[config.mk]
export PLATFORM = sky130hd
export DESIGN_NAME = fmult_operand_feeder_flat
export DESIGN_NICKNAME = d
export VERILOG_FILES = /design/src/rtl/fmult_operand_feeder_if.sv /design/src/rtl/fmult_operand_feeder.sv /design/src/flat_wrapper.sv
export SDC_FILE = /design/constraint.sdc
export NUM_CORES = 1
export LEC_CHECK = 0
export BUFFER_PORTS_ARGS = -buffer_cell sky130_fd_sc_hd__buf_2
export CELL_PAD_IN_SITES_DETAIL_PLACEMENT = 1
export CELL_PAD_IN_SITES_GLOBAL_PLACEMENT = 1
export CORE_ASPECT_RATIO = 0.5
export CORE_MARGIN = 4
export CORE_UTILIZATION = 41
export DETAILED_ROUTE_END_ITERATION = 10
export HOLD_SLACK_MARGIN = 0.15
export PLACE_DENSITY_LB_ADDON = 0.15
export SYNTH_ARGS = -nofsm -noshare
export SYNTH_HDL_FRONTEND = slang
export SYNTH_SLANG_ARGS = --single-unit
[constraint.sdc]
create_clock -name clk -period 2.8 [get_ports clk]
set_input_delay 0.14 -clock clk [delete_from_list [all_inputs] [get_ports clk]]
set_output_delay 0.14 -clock clk [all_outputs]
set_load 0.02 [all_outputs]
[src/rtl/fmult_operand_feeder_if.sv]
// Operand stream from the feeder to the floating multiply-accumulate consumer.
// With FMULT_FEEDER_PARITY_EN defined, op_par carries odd parity over {op_idx, op_data}.
interface fmult_operand_feeder_if #(
  parameter int FW = 11
);
  logic          op_valid;
  logic          op_ready;
  logic [FW-1:0] op_data;
  logic [2:0]    op_idx;
  logic          op_last;
`ifdef FMULT_FEEDER_PARITY_EN
  logic          op_par;
`endif

  modport master (
    output op_valid, op_data, op_idx, op_last,
`ifdef FMULT_FEEDER_PARITY_EN
    output op_par,
`endif
    input  op_ready
  );

  modport slave (
    input  op_valid, op_data, op_idx, op_last,
`ifdef FMULT_FEEDER_PARITY_EN
    input  op_par,
`endif
    output op_ready
  );
endinterface

[src/rtl/fmult_operand_feeder.sv]
// G.726 predictor operand feeder: DQ/SR float histories streamed as 8 tagged operands.
// Optional FMULT_FEEDER_PARITY_EN adds a registered odd-parity bit on the operand stream.
//
// state  | meaning
// IDLE   | accepting history updates and start
// STREAM | presenting operand idx, waiting for handshakes
// DONE   | one-cycle done pulse, then back to IDLE
module fmult_operand_feeder #(
  parameter int NUM_SR = 2,
  parameter int NUM_DQ = 6,
  parameter int FW     = 11
) (
  input  logic                    clk,
  input  logic                    reset,
  input  logic                    upd_valid,
  input  logic [15:0]             dq,
  input  logic [15:0]             sr,
  input  logic                    start,
  output logic                    idle,
  fmult_operand_feeder_if.master  op,
  output logic                    done,
  input  logic                    scan_in0,
  input  logic                    scan_en,
  output logic                    scan_out0
);

  localparam int         NUM_TAPS = NUM_SR + NUM_DQ;
  localparam logic [2:0] LAST_IDX = 3'(NUM_TAPS - 1);
  localparam logic [FW-1:0] FLOAT_ZERO = 11'h020;

  typedef enum logic [1:0] {S_IDLE, S_STREAM, S_DONE} state_t;

  state_t        state, state_nxt;
  logic [FW-1:0] hist [NUM_TAPS];
  logic [FW-1:0] float_a, float_b, data_nxt, data_q;
  logic [14:0]   sr_mag;
  logic [2:0]    idx_q, idx_nxt;
  logic          last_q, valid_s, hs, upd_en, load;
  logic          unused_scan;

  function automatic logic [10:0] to_float(input logic sgn, input logic [14:0] mag);
    logic [3:0]  e;
    logic [20:0] sh;
    logic [5:0]  m;
    e = '0;
    for (int i = 0; i < 15; i++)
      if (mag[i]) e = 4'(i + 1);
    sh = {mag, 6'b0} >> e;
    m  = (mag == 15'd0) ? 6'd32 : sh[5:0];
    return {sgn, e, m};
  endfunction

  // 0x8000 negates to itself, so its 15-bit magnitude wraps to zero.
  assign sr_mag  = sr[15] ? (~sr[14:0] + 15'd1) : sr[14:0];
  assign float_a = to_float(dq[15], dq[14:0]);
  assign float_b = to_float(sr[15], sr_mag);

  assign upd_en  = (state == S_IDLE) && upd_valid;
  assign hs      = valid_s && op.op_ready;
  assign load    = ((state == S_IDLE) && start) || (hs && (idx_q != LAST_IDX));
  assign idx_nxt = (state == S_IDLE) ? 3'd0 : idx_q + 3'd1;
  // The first operand must reflect an update landing on the same edge as start.
  assign data_nxt = (state == S_IDLE) ? (upd_en ? float_b : hist[0]) : hist[idx_nxt];

  always_ff @(posedge clk or posedge reset) begin
    if (reset) begin
      for (int i = 0; i < NUM_TAPS; i++) hist[i] <= FLOAT_ZERO;
    end else if (upd_en) begin
      for (int i = 1; i < NUM_SR; i++) hist[i] <= hist[i-1];
      hist[0] <= float_b;
      for (int i = NUM_SR + 1; i < NUM_TAPS; i++) hist[i] <= hist[i-1];
      hist[NUM_SR] <= float_a;
    end
  end

  always_ff @(posedge clk or posedge reset) begin
    if (reset) state <= S_IDLE;
    else       state <= state_nxt;
  end

  always_comb begin
    state_nxt = state;
    unique case (state)
      S_IDLE:   if (start) state_nxt = S_STREAM;
      S_STREAM: if (hs && (idx_q == LAST_IDX)) state_nxt = S_DONE;
      S_DONE:   state_nxt = S_IDLE;
      default:  state_nxt = S_IDLE;
    endcase
  end

  always_comb begin
    idle    = (state == S_IDLE);
    valid_s = (state == S_STREAM);
    done    = (state == S_DONE);
  end

  always_ff @(posedge clk or posedge reset) begin
    if (reset) begin
      idx_q  <= 3'd0;
      data_q <= FLOAT_ZERO;
      last_q <= 1'b0;
    end else if (load) begin
      idx_q  <= idx_nxt;
      data_q <= data_nxt;
      last_q <= (idx_nxt == LAST_IDX);
    end
  end

`ifdef FMULT_FEEDER_PARITY_EN
  logic par_q;
  always_ff @(posedge clk or posedge reset) begin
    if (reset)     par_q <= 1'b0;
    else if (load) par_q <= ~^{idx_nxt, data_nxt};
  end
  assign op.op_par = par_q;
`endif

  assign op.op_valid = valid_s;
  assign op.op_data  = data_q;
  assign op.op_idx   = idx_q;
  assign op.op_last  = last_q;

  assign unused_scan = ^{scan_in0, scan_en};
  assign scan_out0   = 1'b0;

endmodule

[src/flat_wrapper.sv]
// flat-port wrapper written by rule: the top's interface ports become plain ports
module fmult_operand_feeder_flat 
#(
  parameter int NUM_SR = 2,
  parameter int NUM_DQ = 6,
  parameter int FW     = 11
)
  (clk, reset, upd_valid, dq, sr, start, idle, done, scan_in0, scan_en, scan_out0, op_op_valid, op_op_data, op_op_idx, op_op_last, op_op_ready);
  fmult_operand_feeder_if #(.FW(FW)) op_i ();
  input  logic clk;
  input  logic reset;
  input  logic upd_valid;
  input  logic [15:0] dq;
  input  logic [15:0] sr;
  input  logic start;
  output logic idle;
  output logic done;
  input  logic scan_in0;
  input  logic scan_en;
  output logic scan_out0;
  output wire logic [$bits(op_i.op_valid)-1:0] op_op_valid;
  output wire logic [$bits(op_i.op_data)-1:0] op_op_data;
  output wire logic [$bits(op_i.op_idx)-1:0] op_op_idx;
  output wire logic [$bits(op_i.op_last)-1:0] op_op_last;
  input wire logic [$bits(op_i.op_ready)-1:0] op_op_ready;
  assign op_op_valid = op_i.op_valid;
  assign op_op_data = op_i.op_data;
  assign op_op_idx = op_i.op_idx;
  assign op_op_last = op_i.op_last;
  assign op_i.op_ready = op_op_ready;
  fmult_operand_feeder #(.NUM_SR(NUM_SR), .NUM_DQ(NUM_DQ), .FW(FW)) u_core (.clk(clk), .reset(reset), .upd_valid(upd_valid), .dq(dq), .sr(sr), .start(start), .idle(idle), .op(op_i), .done(done), .scan_in0(scan_in0), .scan_en(scan_en), .scan_out0(scan_out0));
endmodule
==> metrics.yaml <==
outcome:
  status: "finished, final reports clean"
synthesis:
  netlist_instances: 844
  ys_types: 81
  synth_edf_count: 0
  ys_seq_area_share_pct: 39.0
  yosysWarnings: 0
  synthArstFlopShare_pct: 100
  yosysTopAreaCell: "dfrtp_1"
  postSynthAreaPerCell_um2: 8.02
  synthTopCellsByArea: "dfrtp_1 35%, nand2_1 15%, mux2i_1 4.4%"
  synth_top_area_share_pct: 35.5
  ys_ff_latch: 105
  syn-cell-area_um2: 6770
  synth_nets: 887
  ys.flop_type: "dfrtp_1"
job:
  maxCapViolCount: 0
pwr:
  power_mw: 7.63
  p_comb_share_pct: 48.5
  power.density_nw_per_um2: 917
  power.internal_mw: 4.30
  clkPwrFrac_pct: 16.4
  seq_power_share_pct: 35.1
  swShare_pct: 43.7
  switchingPower_mw: 3.33
  power_leakage_nw: 3.88
  vdd_ir_drop_max_mv: 0.389
critical_path:
  crit_fanout: 14
  crit_type: "input pin to flop"
  cp-start-kind: "input pin"
  worstPathArrival_ps: 2940
  critPathRequiredTime_ps: 3040
  crit_path_end_kind: "flop"
hold_path:
  hp-class: "input pin to flop"
global_route:
  grt_pass1_vias: 6928
  grt_pass1_wl_um: 35900
  grt_max_degree: 106
  overflow: 0
  antenna_found_initial: 0
  grt_use_total_pct: 23.1
place:
  dpl.hpwl_um: 15900
  dp.cells: 1159
  pre_cts_ws_ps: -282
  place_congestion: 0.877
  port_buffers: 54
  placed_area_um2: 7880
floorplan:
  core.rowCount: 32
  core_um2: 15800
  dieHeight_um: 98.9
  pin_count: 58
  die_w_um: 190
  die_area_um2: 18800
  initial_core_util_pct: 42.9
sta:
  min_period_ps: 2690
  finalClockSkew_ps: 8.53
  max_freq_mhz: 371
  layout_setup_ws_ps: 106
  setup_viol: 0
  fin_tns_setup_ps: 0
  maxSlewHeadroom_pct: 39.5
  finalMaxSlewViolations: 0
  hold_viol: 0
  rsz0062_at_grt: "yes"
  worst_pin_slew_ps: 908
  fin_crit_sh_pct: 96.2
  holdWs_ps: 253
final_layout:
  syn2layout_area_growth_pct: 22.9
  design_area_um2: 8320
  fin_cells: 1183
  fillerInstances: 1920
  drive_above_1_share_pct: 23.3
  nets: 1000
  utilization_pct: 52.7
  n_antenna_cell: 0
detailed_routing:
  vias_per_cell: 5.64
  wl_per_cell_um: 18.1
  remaining_drc_errors: 0
  dr.pass1.iters: 4
  drt_wl_total_um: 21400
  vias: 6674
  ant_nets: 0
  drt_iter0_markers: 368
clocking:
  cts_root_buf: "clkbuf_16"
  cts_made_buffers: 9
  path_clk_slew_ps: 70
  clk_path_buf_depth: 2
  clk_latency_ps: 350
  cts_tree: "built"
  cts_sinks: 105
  htreeDepth: 3
==> critical path: stages <==
cell,delay (ps)
buf_2,100
or4_4,590
buf_4,170
o41ai_4,320
xnor2_2,140
a211oi_2,280
a211oi_4,80
buf_12,160
a221oi_1,340
a31oi_1,130
a31o_2,250
a31o_1,220
==> kinds of logic after synthesis <==
| kind of cell | after synthesis | synth area share, % |
|---|---|---|
| buf+inv | 72 | 4.46 |
| mux | 36 | 5.66 |
| other cells | 1 | 0.0554 |
| compound gates | 203 | 21.8 |
| xor+xnor | 11 | 1.42 |
| simple gates | 412 | 26.8 |
| flops | 105 | 39.0 |
| fa+ha+maj | 4 | 0.740 |
==> Yosys cell counts, types with 8 or more instances <==
library cell  instances
a21oi_1              24
o211ai_1             10
nand3_1              10
o21ai_0              30
clkbuf_1             44
nand2_1             272
o21ai_1              10
a31oi_1              17
inv_1                16
dfstp_2               9
a211oi_1             31
nand2b_1              9
nor2_1               39
dfrtp_1              96
xnor2_1               8
a221oi_1             10
nor3_1               16
mux2i_1              30
nor2b_1              27
==> cell usage in the layout (no fill, tap or decap), types with 16 or more instances in the layout <==
| cell | count |
|---|---|
| mux2i_1 | 29 |
| dfrtp_1 | 96 |
| buf_2 | 54 |
| nor2_1 | 38 |
| a31oi_1 | 17 |
| buf_4 | 96 |
| nand2_1 | 271 |
| nor3_1 | 16 |
| o21ai_0 | 29 |
| nor2b_1 | 27 |
| a211oi_1 | 31 |
| a21oi_1 | 21 |
==> layout make-up <==
cell class | count | area (µm²) | share of cell area, %
clock inverters | 5 | 37.5 | 0.451
clock buffers | 11 | 253 | 3.04
well taps | 221 | 277 | 3.32
multi-input cells | 667 | 3940 | 47.4
flip-flops and latches | 105 | 2640 | 31.7
inverters | 16 | 63.8 | 0.767
repair buffers | 158 | 1110 | 13.4
==> layer usage <==
metal  vias to the layer above  routed length (µm)  global-route usage (%)
li1                       3206                   -                       -
met1                      3331               10300                    32.6
met2                       114               10100                    38.1
met3                        23                 800                    3.72
met4                         0                 288                    4.67
met5                         -                   0                       0
==> power groups by stage <==
stage	clock network, mW	registers (mW)	logic, mW
final	1.26	2.68	3.70
after global routing	1.36	2.76	4.07
after CTS	1.28	2.67	3.70
after detailed placement	0	2.69	3.66
after global placement	0	2.66	3.54
after floorplan	0	2.64	2.27
==> flip-flops by register name, summed over array words and instances (netlist names) <==
| register | count |
|---|---|
| u_core.hist | 88 |
| u_core.op.op_data | 11 |
| u_core.op.op_idx | 3 |
| u_core.state | 2 |
| u_core.op.op_last | 1 |
==> final timing paths <==
| path | startpoint | endpoint | slack (ps) | cells past startpoint |
|---|---|---|---|---|
| max | sr[5] | u_core.op.op_data[4] | 110 | 12 |
| min | upd_valid | u_core.op.op_data[1] | 250 | 4 |
| max reg2reg | u_core.state[0] | u_core.op.op_data[8] | 240 | 9 |
| min reg2reg | u_core.hist[71] | u_core.hist[71] | 460 | 2 |
| max in group asynchronous | reset | u_core.hist[69] | 1830 | 4 |
| min in group asynchronous | reset | u_core.hist[65] | 440 | 4 |
==> repair_timing <==
action,in CTS,in global routing
hold buffers,4,0
endpoints found under the hold margin,100,0
setup buffers,0,4
endpoints found under the setup margin,0,6
gates resized for setup,0,16
(Power assumes the default switching activity.)
